**src/rtl/uart_pkg.sv**
```systemverilog
// Shared constants, widths and the engine state type for the uart echo block.
// Build option: define UART_MAJORITY_VOTE_EN for 2-of-3 RX sampling at ticks 6/7/8.
package uart_pkg;

  localparam int unsigned CLK_FREQ   = 100000000;
  localparam int unsigned BAUD       = 9600;
  localparam int unsigned OVERSAMPLE = 16;
  // Rounded to nearest: 100e6 / 153600 = 651.04 -> 651
  localparam int unsigned DIV = (CLK_FREQ + (BAUD * OVERSAMPLE) / 2) / (BAUD * OVERSAMPLE);

  localparam int unsigned DIV_W  = 10;
  localparam int unsigned TICK_W = 4;
  localparam int unsigned IDX_W  = 3;
  localparam int unsigned DATA_W = 8;

  typedef enum logic [1:0] {
    IDLE  = 2'd0,
    START = 2'd1,
    DATA  = 2'd2,
    STOP  = 2'd3
  } uart_state_e;

endpackage

```
**src/rtl/uart_if.sv**
```systemverilog
// Board pin pair of the uart echo block.
//   rxd : serial line into the block, idles high
//   txd : serial line out of the block, idles high
// master = the far end (drives rxd), slave = the uart block (drives txd).
interface uart_if;
  logic rxd;
  logic txd;

  modport master (output rxd, input txd);
  modport slave  (input rxd, output txd);
endinterface

```
**src/rtl/baud_rate_generation.sv**
```systemverilog
// Baud tick generator: one-sysclk-wide pulse every DIV_P cycles (16x bit rate).
//   sysclk : system clock
//   reset  : synchronous active-high reset
//   baud   : registered tick pulse, 0 in reset
module baud_rate_generation
  import uart_pkg::*;
#(
  parameter int unsigned DIV_P = DIV
) (
  input  logic sysclk,
  input  logic reset,
  output logic baud
);

  localparam logic [DIV_W-1:0] CNT_LAST = DIV_W'(DIV_P - 1);

  logic [DIV_W-1:0] cnt_q, cnt_d;
  logic             baud_q, baud_d;

  // Wrapping divider; the wrap itself is the tick
  always_comb begin
    cnt_d  = cnt_q + DIV_W'(1);
    baud_d = 1'b0;
    if (cnt_q == CNT_LAST) begin
      cnt_d  = '0;
      baud_d = 1'b1;
    end
  end

  always_ff @(posedge sysclk) begin
    if (reset) begin
      cnt_q  <= '0;
      baud_q <= 1'b0;
    end else begin
      cnt_q  <= cnt_d;
      baud_q <= baud_d;
    end
  end

  assign baud = baud_q;

endmodule

```
**src/rtl/uart.sv**
```systemverilog
// 8N1 UART echo: every byte received on pins.rxd is retransmitted on pins.txd.
//   sysclk : system clock
//   reset  : synchronous active-high reset (aborts RX and TX, txd high)
//   pins   : uart_if.slave (rxd in, txd out, registered)
// Build option: UART_MAJORITY_VOTE_EN selects 2-of-3 RX sampling (ticks 6,7,8,
// decision at 8); otherwise a single sample at tick 7.
module uart
  import uart_pkg::*;
#(
  parameter int unsigned DIV_P = DIV
) (
  input  logic  sysclk,
  input  logic  reset,
  uart_if.slave pins
);

  localparam logic [TICK_W-1:0] TICK_LAST = TICK_W'(OVERSAMPLE - 1);
  localparam logic [IDX_W-1:0]  IDX_LAST  = IDX_W'(DATA_W - 1);

  logic baud;

  baud_rate_generation #(.DIV_P(DIV_P)) u_baud (
    .sysclk (sysclk),
    .reset  (reset),
    .baud   (baud)
  );

  // ---------------------------------------------------------------- flops
  uart_state_e       rx_state_q, rx_state_d;
  uart_state_e       tx_state_q, tx_state_d;
  logic              rxd_meta_q, rxd_meta_d;
  logic              rxd_sync_q, rxd_sync_d;
  logic [TICK_W-1:0] rx_tick_q, rx_tick_d;
  logic [IDX_W-1:0]  rx_idx_q, rx_idx_d;
  logic [DATA_W-1:0] rx_shift_q, rx_shift_d;
  logic              rx_done_q, rx_done_d;
  logic              rx_ferr_q, rx_ferr_d;
  logic              hold_valid_q, hold_valid_d;
  logic [DATA_W-1:0] hold_byte_q, hold_byte_d;
  logic [TICK_W-1:0] tx_tick_q, tx_tick_d;
  logic [IDX_W-1:0]  tx_idx_q, tx_idx_d;
  logic [DATA_W-1:0] tx_shift_q, tx_shift_d;
  logic              tx_pend_q, tx_pend_d;
  logic              txd_q, txd_d;

  logic              rx_sample_c;
  logic              rx_bit_c;
  logic              tx_take_c;

  // ---------------------------------------------------------------- RX sampling
`ifdef UART_MAJORITY_VOTE_EN
  localparam logic [TICK_W-1:0] SAMPLE_TICK = TICK_W'(8);
  logic [1:0] vote_q, vote_d;

  // Capture ticks 6 and 7; tick 8 supplies the third vote live
  always_comb begin
    vote_d = vote_q;
    if (baud && rx_tick_q == TICK_W'(6)) vote_d[0] = rxd_sync_q;
    if (baud && rx_tick_q == TICK_W'(7)) vote_d[1] = rxd_sync_q;
  end

  always_ff @(posedge sysclk) begin
    if (reset) vote_q <= 2'b11;
    else       vote_q <= vote_d;
  end

  assign rx_bit_c = (vote_q[0] & vote_q[1]) | (vote_q[0] & rxd_sync_q) |
                    (vote_q[1] & rxd_sync_q);
`else
  localparam logic [TICK_W-1:0] SAMPLE_TICK = TICK_W'(7);
  assign rx_bit_c = rxd_sync_q;
`endif

  assign rx_sample_c = baud && (rx_tick_q == SAMPLE_TICK);
  assign tx_take_c   = (tx_state_q == IDLE) && !tx_pend_q && hold_valid_q;

  // ---------------------------------------------------------------- state registers
  always_ff @(posedge sysclk) begin
    if (reset) begin
      rx_state_q <= IDLE;
      tx_state_q <= IDLE;
    end else begin
      rx_state_q <= rx_state_d;
      tx_state_q <= tx_state_d;
    end
  end

  // ---------------------------------------------------------------- RX next state
  always_comb begin
    rx_state_d = rx_state_q;
    case (rx_state_q)
      IDLE:  if (baud && !rxd_sync_q) rx_state_d = START;
      START: begin
        if (rx_sample_c && rx_bit_c)              rx_state_d = IDLE;
        else if (baud && rx_tick_q == TICK_LAST)  rx_state_d = DATA;
      end
      DATA:  if (baud && rx_tick_q == TICK_LAST && rx_idx_q == IDX_LAST) rx_state_d = STOP;
      STOP: begin
        // After a framing error, hold off until the line is idle again
        if (rx_ferr_q) begin
          if (rxd_sync_q) rx_state_d = IDLE;
        end else if (rx_sample_c && rx_bit_c) begin
          rx_state_d = IDLE;
        end
      end
      default: rx_state_d = IDLE;
    endcase
  end

  // ---------------------------------------------------------------- TX next state
  always_comb begin
    tx_state_d = tx_state_q;
    case (tx_state_q)
      IDLE:  if (tx_pend_q && baud) tx_state_d = START;
      START: if (baud && tx_tick_q == TICK_LAST) tx_state_d = DATA;
      DATA:  if (baud && tx_tick_q == TICK_LAST && tx_idx_q == IDX_LAST) tx_state_d = STOP;
      STOP:  if (baud && tx_tick_q == TICK_LAST) tx_state_d = IDLE;
      default: tx_state_d = IDLE;
    endcase
  end

  // ---------------------------------------------------------------- outputs / datapath
  always_comb begin
    rxd_meta_d   = pins.rxd;
    rxd_sync_d   = rxd_meta_q;
    rx_tick_d    = rx_tick_q;
    rx_idx_d     = rx_idx_q;
    rx_shift_d   = rx_shift_q;
    rx_done_d    = 1'b0;
    rx_ferr_d    = rx_ferr_q;
    hold_valid_d = hold_valid_q;
    hold_byte_d  = hold_byte_q;
    tx_tick_d    = tx_tick_q;
    tx_idx_d     = tx_idx_q;
    tx_shift_d   = tx_shift_q;
    tx_pend_d    = tx_pend_q;
    txd_d        = txd_q;

    // RX: tick counter runs 0..15 per bit, bit index 0..7
    case (rx_state_q)
      IDLE: begin
        rx_tick_d = '0;
        rx_idx_d  = '0;
        rx_ferr_d = 1'b0;
      end
      START: begin
        if (baud) rx_tick_d = (rx_tick_q == TICK_LAST) ? '0 : rx_tick_q + TICK_W'(1);
      end
      DATA: begin
        if (baud) rx_tick_d = (rx_tick_q == TICK_LAST) ? '0 : rx_tick_q + TICK_W'(1);
        if (rx_sample_c) rx_shift_d = {rx_bit_c, rx_shift_q[DATA_W-1:1]};
        if (baud && rx_tick_q == TICK_LAST)
          rx_idx_d = (rx_idx_q == IDX_LAST) ? '0 : rx_idx_q + IDX_W'(1);
      end
      STOP: begin
        if (baud) rx_tick_d = (rx_tick_q == TICK_LAST) ? '0 : rx_tick_q + TICK_W'(1);
        if (!rx_ferr_q && rx_sample_c) begin
          if (rx_bit_c) rx_done_d = 1'b1;
          else          rx_ferr_d = 1'b1;
        end
      end
      default: ;
    endcase

    // Holding register: TX drains it; a byte arriving while full is dropped
    if (tx_take_c) hold_valid_d = 1'b0;
    if (rx_done_q && !hold_valid_q) begin
      hold_valid_d = 1'b1;
      hold_byte_d  = rx_shift_q;
    end

    // TX: byte is parked in tx_shift until the next baud tick starts the frame
    case (tx_state_q)
      IDLE: begin
        tx_tick_d = '0;
        tx_idx_d  = '0;
        txd_d     = 1'b1;
        if (tx_take_c) begin
          tx_shift_d = hold_byte_q;
          tx_pend_d  = 1'b1;
        end
        if (tx_pend_q && baud) begin
          txd_d     = 1'b0;
          tx_pend_d = 1'b0;
        end
      end
      START: begin
        if (baud) begin
          tx_tick_d = (tx_tick_q == TICK_LAST) ? '0 : tx_tick_q + TICK_W'(1);
          if (tx_tick_q == TICK_LAST) txd_d = tx_shift_q[0];
        end
      end
      DATA: begin
        if (baud) begin
          tx_tick_d = (tx_tick_q == TICK_LAST) ? '0 : tx_tick_q + TICK_W'(1);
          if (tx_tick_q == TICK_LAST) begin
            tx_idx_d   = (tx_idx_q == IDX_LAST) ? '0 : tx_idx_q + IDX_W'(1);
            tx_shift_d = tx_shift_q >> 1;
            txd_d      = (tx_idx_q == IDX_LAST) ? 1'b1 : tx_shift_q[1];
          end
        end
      end
      STOP: begin
        txd_d = 1'b1;
        if (baud) tx_tick_d = (tx_tick_q == TICK_LAST) ? '0 : tx_tick_q + TICK_W'(1);
      end
      default: ;
    endcase
  end

  always_ff @(posedge sysclk) begin
    if (reset) begin
      rxd_meta_q   <= 1'b1;
      rxd_sync_q   <= 1'b1;
      rx_tick_q    <= '0;
      rx_idx_q     <= '0;
      rx_shift_q   <= '0;
      rx_done_q    <= 1'b0;
      rx_ferr_q    <= 1'b0;
      hold_valid_q <= 1'b0;
      hold_byte_q  <= '0;
      tx_tick_q    <= '0;
      tx_idx_q     <= '0;
      tx_shift_q   <= '0;
      tx_pend_q    <= 1'b0;
      txd_q        <= 1'b1;
    end else begin
      rxd_meta_q   <= rxd_meta_d;
      rxd_sync_q   <= rxd_sync_d;
      rx_tick_q    <= rx_tick_d;
      rx_idx_q     <= rx_idx_d;
      rx_shift_q   <= rx_shift_d;
      rx_done_q    <= rx_done_d;
      rx_ferr_q    <= rx_ferr_d;
      hold_valid_q <= hold_valid_d;
      hold_byte_q  <= hold_byte_d;
      tx_tick_q    <= tx_tick_d;
      tx_idx_q     <= tx_idx_d;
      tx_shift_q   <= tx_shift_d;
      tx_pend_q    <= tx_pend_d;
      txd_q        <= txd_d;
    end
  end

  assign pins.txd = txd_q;

endmodule

```
**src/flat_wrapper.sv**
```systemverilog
// flat-port wrapper written by rule: the top's interface ports become plain ports
module uart_flat import uart_pkg::*;
#(
  parameter int unsigned DIV_P = DIV
)
  (sysclk, reset, pins_rxd, pins_txd);
  uart_if pins_i ();
  input  logic sysclk;
  input  logic reset;
  input wire logic [$bits(pins_i.rxd)-1:0] pins_rxd;
  output wire logic [$bits(pins_i.txd)-1:0] pins_txd;
  assign pins_i.rxd = pins_rxd;
  assign pins_txd = pins_i.txd;
  uart #(.DIV_P(DIV_P)) u_core (.sysclk(sysclk), .reset(reset), .pins(pins_i));
endmodule
```
**config.mk**
```make
export PLATFORM = sky130hd
export DESIGN_NAME = uart_flat
export DESIGN_NICKNAME = d
export VERILOG_FILES = /design/src/rtl/uart_pkg.sv /design/src/rtl/uart_if.sv /design/src/rtl/baud_rate_generation.sv /design/src/rtl/uart.sv /design/src/flat_wrapper.sv
export SDC_FILE = /design/constraint.sdc
export NUM_CORES = 1
export LEC_CHECK = 0
export CAP_MARGIN = 15
export CORE_AREA = 2 2 67 100
export DETAILED_ROUTE_END_ITERATION = 10
export DIE_AREA = 0 0 69 102
export PLACE_DENSITY = 0.58
export SYNTH_ARGS = -nofsm -noshare
export SYNTH_HDL_FRONTEND = slang
export SYNTH_SLANG_ARGS = --single-unit
```
**constraint.sdc**
```tcl
create_clock -name sysclk -period 3.2 [get_ports sysclk]
set_clock_uncertainty 0.15 [all_clocks]
set_input_delay 0.32 -clock sysclk [delete_from_list [all_inputs] [get_ports sysclk]]
set_output_delay 0.32 -clock sysclk [all_outputs]
set_load 0.05 [all_outputs]
```
# Word level (Yosys, flattened, before mapping)
# Cells that the tools add are included.
classes:
  addsub: 5
  mul: 0
  div: 0
  order_cmp: 0
  n_eq_ne: 31
  shifts: 0
  mux: 46
  n_bitwise: 2
  n_reduce_logical: 36
ops:
  columns: ["operator", "n"]
  rows:
  - ["8-bit 2-to-1 mux", 3]
  - ["2-bit by 1-bit != test with 1-bit output (second input constant)", 12]
  - ["2-bit 2-to-1 mux", 11]
  - ["4-bit 2-to-1 mux", 4]
  - ["2-bit case mux with 4 select lines", 2]
  - ["4-bit case mux with 2 select lines", 2]
  - ["8-bit case mux with 2 select lines", 1]
  - ["3-bit 2-to-1 mux", 5]
  - ["1-bit 2-to-1 mux", 14]
  - ["1-bit logical AND", 12]
  - ["3-bit case mux with 2 select lines", 2]
  - ["4-bit AND reduction", 3]
  - ["10-bit by 1-bit adder with 10-bit output (second input constant)", 1]
  - ["10-bit == test (second input constant)", 1]
  - ["2-bit nonzero test", 5]
  - ["3-bit OR reduction", 3]
  - ["4-bit by 1-bit adder with 4-bit output (second input constant)", 2]
  - ["2-bit == test (second input constant)", 4]
  - ["4-bit == test (second input constant)", 2]
  - ["2-bit != test (second input constant)", 4]
  - ["3-bit by 1-bit adder with 3-bit output (second input constant)", 2]
  - ["3-bit == test (second input constant)", 2]
  - ["3-bit by 1-bit != test with 1-bit output (second input constant)", 2]
  - ["2-bit AND reduction", 3]
  - ["11 further kinds", 18]
totals:
  regBits: 60
  latch_bits: 0
  ramBits: 0
  rom_bits: 0
  inputBits: 3
  elab_cells: 138
  n_memories: 0

# Logic depth before layout (Yosys ltp)
# Gate-level depths: netlist of the first run.
logic_depth:
  ltp_word: 6
  ltp_mapped: 8

# By module
# From an unflattened synthesis of the first run, not the netlist that was laid out.
unflattened:
  hier_cells: 301
  hier_area_um2: 2727.6
by_module_without_submodules:
  columns: ["module", "n_inst", "cells_per_inst", "area_per_inst_um2", "seq_area_each_um2"]
  rows:
  - ["uart", 1, 249, 2233.4, 980.9]
  - ["baud_rate_generation", 1, 52, 494.2, 220.2]

# Worst setup path before layout of the first run
# No wires, ideal clock.
synth_path:
  path_kind: "reg-to-reg"
  start: "register u_core.tx_state_q[0]"
  end: "register u_core.txd_q (netlist: u_core.pins.txd)"
  setup_time_ns: 0.120
  arrival_time_ns: 1.534
  required_time_ns: 2.930
  setup_slack_ns: 1.397
  stages_incl_launch_ff: 8
  n_path_buf: 1
  cell_sequence: "dfxtp_1 > inv_1 > ha_1 > buf_4 > o21a_1 > a2111oi_0 > a311oi_1 > a211o_1"
synth_via:
  elab_chain_cells: 3
  elab_cells_between_ends: 10
synth_lines:
  columns: ["element", "line", "source"]
  rows:
  - ["from (decl)", "uart.sv:30", "uart_state_e tx_state_q, tx_state_d;"]
  - ["from (signal assigned)", "uart.sv:84", "tx_state_q <= tx_state_d;"]
  - ["2-bit == test or 2-bit by 1-bit == test with 1-bit output (tied branches)", "uart.sv:173", "case (tx_state_q)"]
  - ["2-bit by 1-bit != test with 1-bit output (no line) or 2-bit != test (tied branches)", null, null]
  - ["4-bit AND reduction (no line)", null, null]
  - ["to (signal assigned)", "uart.sv:241", "txd_q <= txd_d;"]
  - ["to (decl)", "uart.sv:44", "logic txd_q, txd_d;"]
# Several ways; a longest one is shown, not always the timed one.
# A chain may end at the register's enable or synchronous reset.

# Worst setup path after layout of the first run
layout_path:
  start: "register u_core.tx_state_q[0]"
  end: "register u_core.tx_shift_q[3]"
layout_via:
  elab_chain_cells: 5
  elab_cells_between_ends: 10
layout_lines:
  columns: ["element", "line", "source"]
  rows:
  - ["2-bit logical NOT", "uart.sv:75, uart.sv:173", null]
  - ["1-bit logical AND (2 in series)", "uart.sv:75", "assign tx_take_c = (tx_state_q == IDLE) && !tx_pend_q && hold_valid_q;"]
  - ["2-bit by 1-bit != test with 1-bit output (no line)", null, null]
  - ["4-bit AND reduction (no line)", null, null]
  - ["to (signal assigned)", "uart.sv:239", "tx_shift_q <= tx_shift_d;"]
  - ["to (decl)", "uart.sv:42", "logic [DATA_W-1:0] tx_shift_q, tx_shift_d;"]
# Several ways; a longest one is shown, not always the timed one.

==> results.cfg, run 1 <==
[status]
status = finished, final reports clean

[die]
die_area_um2 = 7040
coreArea_um2 = 6130
die_w_um = 69
rows = 35
die_y_um = 102
ios = 4
start_util_pct = 45.0

[clock_network]
clockBufferDepth = 2
insertion_delay_ns = 0.34
cts_max_level = 3
root_buffer = clkbuf_8
cts_setup_buffers = 0
cts_made_buffers = 9
post_cts_resized = 0
clkSinkCount = 60
cts.reportedPaths.clkPinSlew_ns = 0.07
cts_hold_buf = 0
cts_tree = yes

[sta]
hold_viol = 0
setup_tns_ns = 0
slew-limit-headroom_pct = 39.8
setup_violations = 0
worst_pin_slew_ns = 0.901
min_period_ns = 2.29
timing.fmax_mhz = 436
drv_slew = 0
rsz0062_at_grt = false
fin_crit_sh_pct = 71.7

[detailed_routing]
drcViolationCount = 0
routed_wl_um = 4870
wl_per_cell_um = 13.1
dr.pass1.iters = 4
viasPerCell = 5.38
vias = 2006
antenna_left = 0
drt_iter0_markers = 105

[setup_path]
start_kind = flop
crit_fanout = 17
critPathKind = flop to flop
reg2reg_slack_ns = 0.91
crit_arrival_ns = 2.39
cp_data_required_time_ns = 3.30
worstSetupEndpointType = flop

[yosys]
syn_nets = 312
ys_seq_elements = 60
yosysWarningCount = 0
yosysSeqAreaShare_pct = 43.5
synth-edff-count = 0
synth.avg_cell_area_um2 = 9.45
synth_cells = 292
yosysUniqueCellTypes = 47
synth_flop_cell = dfxtp_1
syn-cell-area_um2 = 2760
async_reset_ff_share_pct = 0

[layout]
fin_util_pct = 49.4
area_growth_pct = 9.84
fin_nets = 314
drive_gt1_share_pct = 9.70
antenna_cells = 0

[global_routing]
antenna_found_initial = 0
gr-total-overflow = 0
grt_max_degree = 38
grt_pass1_vias = 1996
grt_pass1_wl_um = 8690
grtUsageTotal_pct = 15.4

[power_and_ir_drop]
report.power.total_uw = 1640
ir_worst_vdd_uv = 401
leakage_uw = 0.00105
p_per_area_nw_per_um2 = 542

[worst_hold_path]
hp-class = flop to flop

[run]
max_cap_violations = 0

[placed_design]
port-buffer-count = 3
place_congestion = 0.735
hpwlAfterDp_um = 3340
## layout by cell type, fill, tap and decap left out, types with 2 or more instances in the layout
cell / n
dfxtp_1: 60
nor2_1: 41
mux2i_1: 24
nand2_1: 20
ha_1: 17
a21oi_1: 14
nand3_1: 13
clkbuf_8: 11
xor2_1: 9
nor3_1: 9
inv_1: 7
nand4_1: 6
nand2b_1: 6
a211oi_2: 4
nor3b_1: 4
a211oi_1: 4
clkinvlp_4: 4
o21ai_0: 3
nor4b_1: 2
a22oi_1: 2
or2_2: 2
a32oi_1: 2
and4_1: 2
o21bai_1: 2
a22oi_2: 2
and3_1: 2
nand3b_1: 2
o21a_1: 2
clkdlybuf4s50_1: 2
buf_4: 2
## power breakdown
| part | switching (uW) | leakage (uW) | total (uW) | internal [uW] |
|---|---|---|---|---|
| clock network | 308 | 0.0000938 | 709 | 402 |
| logic | 95.0 | 0.000470 | 156 | 61.2 |
| registers | 15.6 | 0.000484 | 778 | 762 |
| total | 418 | 0.00105 | 1640 | 1220 |
## state kept, by name, indices dropped and copies added (netlist names), 2 cells and up, named ones only
signal               cells
u_core.hold_byte_q       8
u_core.rx_idx_q          3
u_core.rx_shift_q        8
u_core.rx_tick_q         4
u_core.tx_idx_q          3
u_core.tx_shift_q        8
u_core.tx_state_q        2
u_core.tx_tick_q         4
u_core.u_baud.cnt_q     10
## cell families (layout without fill, tap and decap cells)
family                   count (synthesis)  count (layout)  share of synthesized area (%)
AO/OA/AOI/OAI                           45              45                           12.8
XOR/XNOR                                10              10                           3.17
adder cells (fa/ha/maj)                 17              17                           7.71
buffers and inverters                   21              28                           3.58
flip-flops                              60              60                           43.5
multiplexers                            24              24                           8.71
AND/OR/NAND/NOR                        115             115                           20.5
## cells in the mapped netlist, drive strengths merged, types with 2 or more instances
cell,instances,area share (%)
a21oi,14,2.5
buf,7,1.7
dfxtp,60,44
or2,2,0.45
ha,17,7.7
nand2b,6,1.4
a32oi,2,0.64
a22oi,4,1.5
o21bai,2,0.54
nand4,6,1.4
nor3,9,1.6
o21a,2,0.54
nand3b,2,0.54
xor2,9,2.9
mux2i,24,8.7
and4,2,0.64
nor2,41,5.6
a211oi,8,2.9
nand3,13,2.4
clkbuf,7,0.95
nor3b,4,1.1
nor4b,2,0.64
o21ai,3,0.54
and3,2,0.45
nand2,20,2.7
inv,7,0.95
## worst max-delay path: stages, from the launching register on
cell and delay, ns:
dfxtp_1 0.34, inv_1 0.11, ha_1 0.70, and2b_1 0.27, a2bb2oi_4 0.35, nor2_1 0.07, a211oi_1 0.22
## routing by layer
| metal | track usage [%] | vias to the layer above | routed length [um] |
|---|---|---|---|
| li1 | - | 1035 | - |
| met1 | 16.7 | 944 | 2190 |
| met2 | 28.0 | 21 | 2460 |
| met3 | 3.25 | 6 | 134 |
| met4 | 8.75 | 0 | 89 |
| met5 | 0 | - | 0 |
## worst paths after layout
path	start	end	cells past startpoint
setup / recovery	u_core.tx_state_q[0]$_SDFFE_PP0P_	u_core.tx_shift_q[3]$_SDFFE_PP0P_	6
hold / removal	u_core.rxd_meta_q$_SDFF_PP1_	u_core.rx_bit_c$_SDFF_PP1_	1
setup reg to reg	u_core.tx_state_q[0]$_SDFFE_PP0P_	u_core.tx_shift_q[3]$_SDFFE_PP0P_	6
hold reg to reg	u_core.rxd_meta_q$_SDFF_PP1_	u_core.rx_bit_c$_SDFF_PP1_	1
## cell type report
class,count,area (um2)
well taps,74,92.6
fillers,589,3100
clock inverters,5,60.1
repair buffers,5,40.0
flip-flops and latches,60,1200
multi-input cells,211,1460
clock buffers,11,151
inverters,7,26.3
## metrics by stage
stage	cell area (um2)	hold WS [ns]	cells	setup slack [ns]
final	3030	0.260	373	0.907
after global routing	3030	0.282	373	0.691
after CTS	3030	0.263	373	0.886
after detailed placement	2820	0.247	357	0.899
after global placement	2820	0.246	357	0.970
after floorplan	2760	0.239	292	1.40
No activity file was read; power rests on OpenSTA's default activity.
==> run 2, diff against run 1 <==
==> constraint.sdc (replaced) <==
create_clock -name sysclk -period 2.15 [get_ports sysclk]
set_clock_uncertainty 0.15 [all_clocks]
set_input_delay 0.215 -clock sysclk [delete_from_list [all_inputs] [get_ports sysclk]]
set_output_delay 0.215 -clock sysclk [all_outputs]
set_load 0.05 [all_outputs]
==> run 2 against run 1 <==
Effect of this change: critical path type unchanged; via count fell by 1.1%; highest routed layer unchanged; clock power rose by 34%; register-to-register slack got worse by 0.68 ns; maximum frequency rose by 19%; clock-buffer cell count fell by 1; sequential cell count did not move; setup slack got worse by 0.68 ns; cell count rose by 1.3%; global-route usage fell by 0.26 points.
==> results.cfg, run 2 (synthesis gave the netlist of run 1 again) <==
[die]
die_y_um = 102
start_util_pct = 45.0
coreArea_um2 = 6130
rows = 35
die_area_um2 = 7040
ios = 4
die_w_um = 69

[setup_path]
reg2reg_to = u_core.pins.txd$_SDFFE_PP1P_
crit_buf_inv = 0
crit_slowest_cell = a2111oi_1
crit_top_cell = ha_1
path_cells = ha_1, ha_1, o21a_1, a2111oi_1, a311oi_1, a211o_1
crit_family = compound AO/OA/AOI/OAI gates
critPathKind = flop to flop
crit_fanout = 3
reg2reg_slack_ns = 0.22
worstSetupEndpointType = flop
start_kind = flop
cpPeakStageDelay_ns = 0.40
rr_startpoint = u_core.tx_idx_q[0]$_SDFFE_PP0P_
cp_data_required_time_ns = 2.22
crit_arrival_ns = 2.00
reg2reg_depth = 6

[clock_network]
cts_made_buffers = 9
insertion_delay_ns = 0.33
post_cts_resized = 0
cts.reportedPaths.clkPinSlew_ns = 0.06
cts_max_level = 3
cts_hold_buf = 0
root_buffer = clkbuf_8
cts_tree = yes
cts_setup_buffers = 0
clkSinkCount = 60
clockBufferDepth = 2

[layout]
layout_common_cells = 60 x dfxtp_1, 41 x nor2_1, 24 x mux2i_1, 20 x nand2_1, 17 x ha_1
regMostFlops = u_core.u_baud.cnt_q
final_common_cell = dfxtp_1
fin_nets = 319
area_growth_pct = 10.2
drive_gt1_share_pct = 10.9
antenna_cells = 0
largest_reg_flops = 10

[detailed_routing]
dr.pass1.iters = 4
routed_wl_um = 4820
vias = 1984
drcViolationCount = 0
wl_met2_um = 2300
antenna_left = 0
wl_per_cell_um = 12.7
drt_iter0_markers = 60
topRoutingLayerUsed = met4
wl_met3_um = 95
met1Wirelength_um = 2330
viasPerCell = 5.25

[sta]
timing.fmax_mhz = 519
fin_crit_sh_pct = 89.7
setup_violations = 0
setup_ws_ns = 0.223
worst_pin_slew_ns = 0.486
setup_tns_ns = 0
hold_viol = 0
rsz0062_at_grt = false
drv_slew = 0
slew-limit-headroom_pct = 67.5
min_period_ns = 1.93

[power_and_ir_drop]
pwr-share-comb_pct = 10.2
switchingPower_uw = 590
ir_worst_vdd_uv = 432
power_frac_clock_pct = 40.4
internal-power_uw = 1750
leakage_uw = 0.00108
swShare_pct = 25.2
p_seq_share_pct = 49.4
p_per_area_nw_per_um2 = 771

[placed_design]
post-place-ws_ns = 0.253
place_congestion = 0.703
hpwlAfterDp_um = 3290
port-buffer-count = 3

[global_routing]
grt_pass1_wl_um = 8680
antenna_found_initial = 0
grt_max_degree = 26
grt_pass1_vias = 1906
gr-total-overflow = 0
grtUsageTotal_pct = 15.2

[worst_hold_path]
whs_path_depth = 2
holdCritStartpoint = reset
hp-class = input port to flop
hold_end = u_core.tx_idx_q[1]$_SDFFE_PP0P_

[run]
max_cap_violations = 0

[status]
status = finished, final reports clean
-- run 2: cell count changes in the layout (fill, tap and decap cells not counted), sizes merged --
cell / delta
clkbuf: -1
buf: +5
clkinvlp: -4
clkinv: +5
-- run 2: cell type report --
| cell class | count | area, um2 |
|---|---|---|
| fill | 591 | 3090 |
| clock buffer | 10 | 128 |
| sequential | 60 | 1200 |
| timing repair buffer | 10 | 77.6 |
| inverter | 7 | 26.3 |
| tap | 74 | 92.6 |
| clock inverter | 6 | 55.1 |
| multi-input combinational | 211 | 1460 |
-- run 2: routing by layer --
metal / track usage (%) / vias to the layer above
li1: - / 1050
met1: 17.9 / 915
met2: 25.7 / 12
met3: 4.44 / 7
met4: 6.79 / 0
met5: 0 / -
-- run 2: power groups by stage --
stage | Clock, uW | Sequential [uW] | Combinational, uW
2_1_floorplan | 0 | 1200 | 159
4_1_cts | 981 | 1160 | 238
5_1_grt | 1030 | 1160 | 265
3_3_place_gp | 0 | 1180 | 234
3_5_place_dp | 0 | 1180 | 235
6_report | 947 | 1160 | 238
-- run 2: through the flow --
stage	area, um2	total power [uW]	hold WS, ns	std cells	utilization, %
2_1_floorplan	2760	1360	0.169	292	-
3_3_place_gp	2860	1420	0.252	362	46.6
3_5_place_dp	2860	1420	0.260	362	46.6
4_1_cts	3040	2380	0.0686	378	49.6
5_1_grt	3040	2460	0.0830	378	49.6
6_report	3040	2340	0.0800	378	49.6
-- run 2: how the worst max path moves through the flow --
stage	start	end	slack, ns	cells after the start
2_1_floorplan	u_core.tx_state_q[0]$_SDFFE_PP0P_	u_core.pins.txd$_SDFFE_PP1P_	0.35	7
3_3_place_gp	u_core.tx_state_q[0]$_SDFFE_PP0P_	u_core.pins.txd$_SDFFE_PP1P_	0.29	6
3_5_place_dp	u_core.tx_idx_q[0]$_SDFFE_PP0P_	u_core.pins.txd$_SDFFE_PP1P_	0.25	6
4_1_cts	u_core.tx_state_q[0]$_SDFFE_PP0P_	u_core.tx_shift_q[4]$_SDFFE_PP0P_	0.23	6
5_1_grt	u_core.tx_state_q[0]$_SDFFE_PP0P_	u_core.pins.txd$_SDFFE_PP1P_	0.05	6
6_report	u_core.tx_idx_q[0]$_SDFFE_PP0P_	u_core.pins.txd$_SDFFE_PP1P_	0.22	6
-- run 2: worst reg2reg max path, cell delays in order, from the launching register on --
cell and delay (ns):
dfxtp_1 0.32, ha_1 0.20, ha_1 0.21, o21a_1 0.17, a2111oi_1 0.40, a311oi_1 0.09, a211o_1 0.27
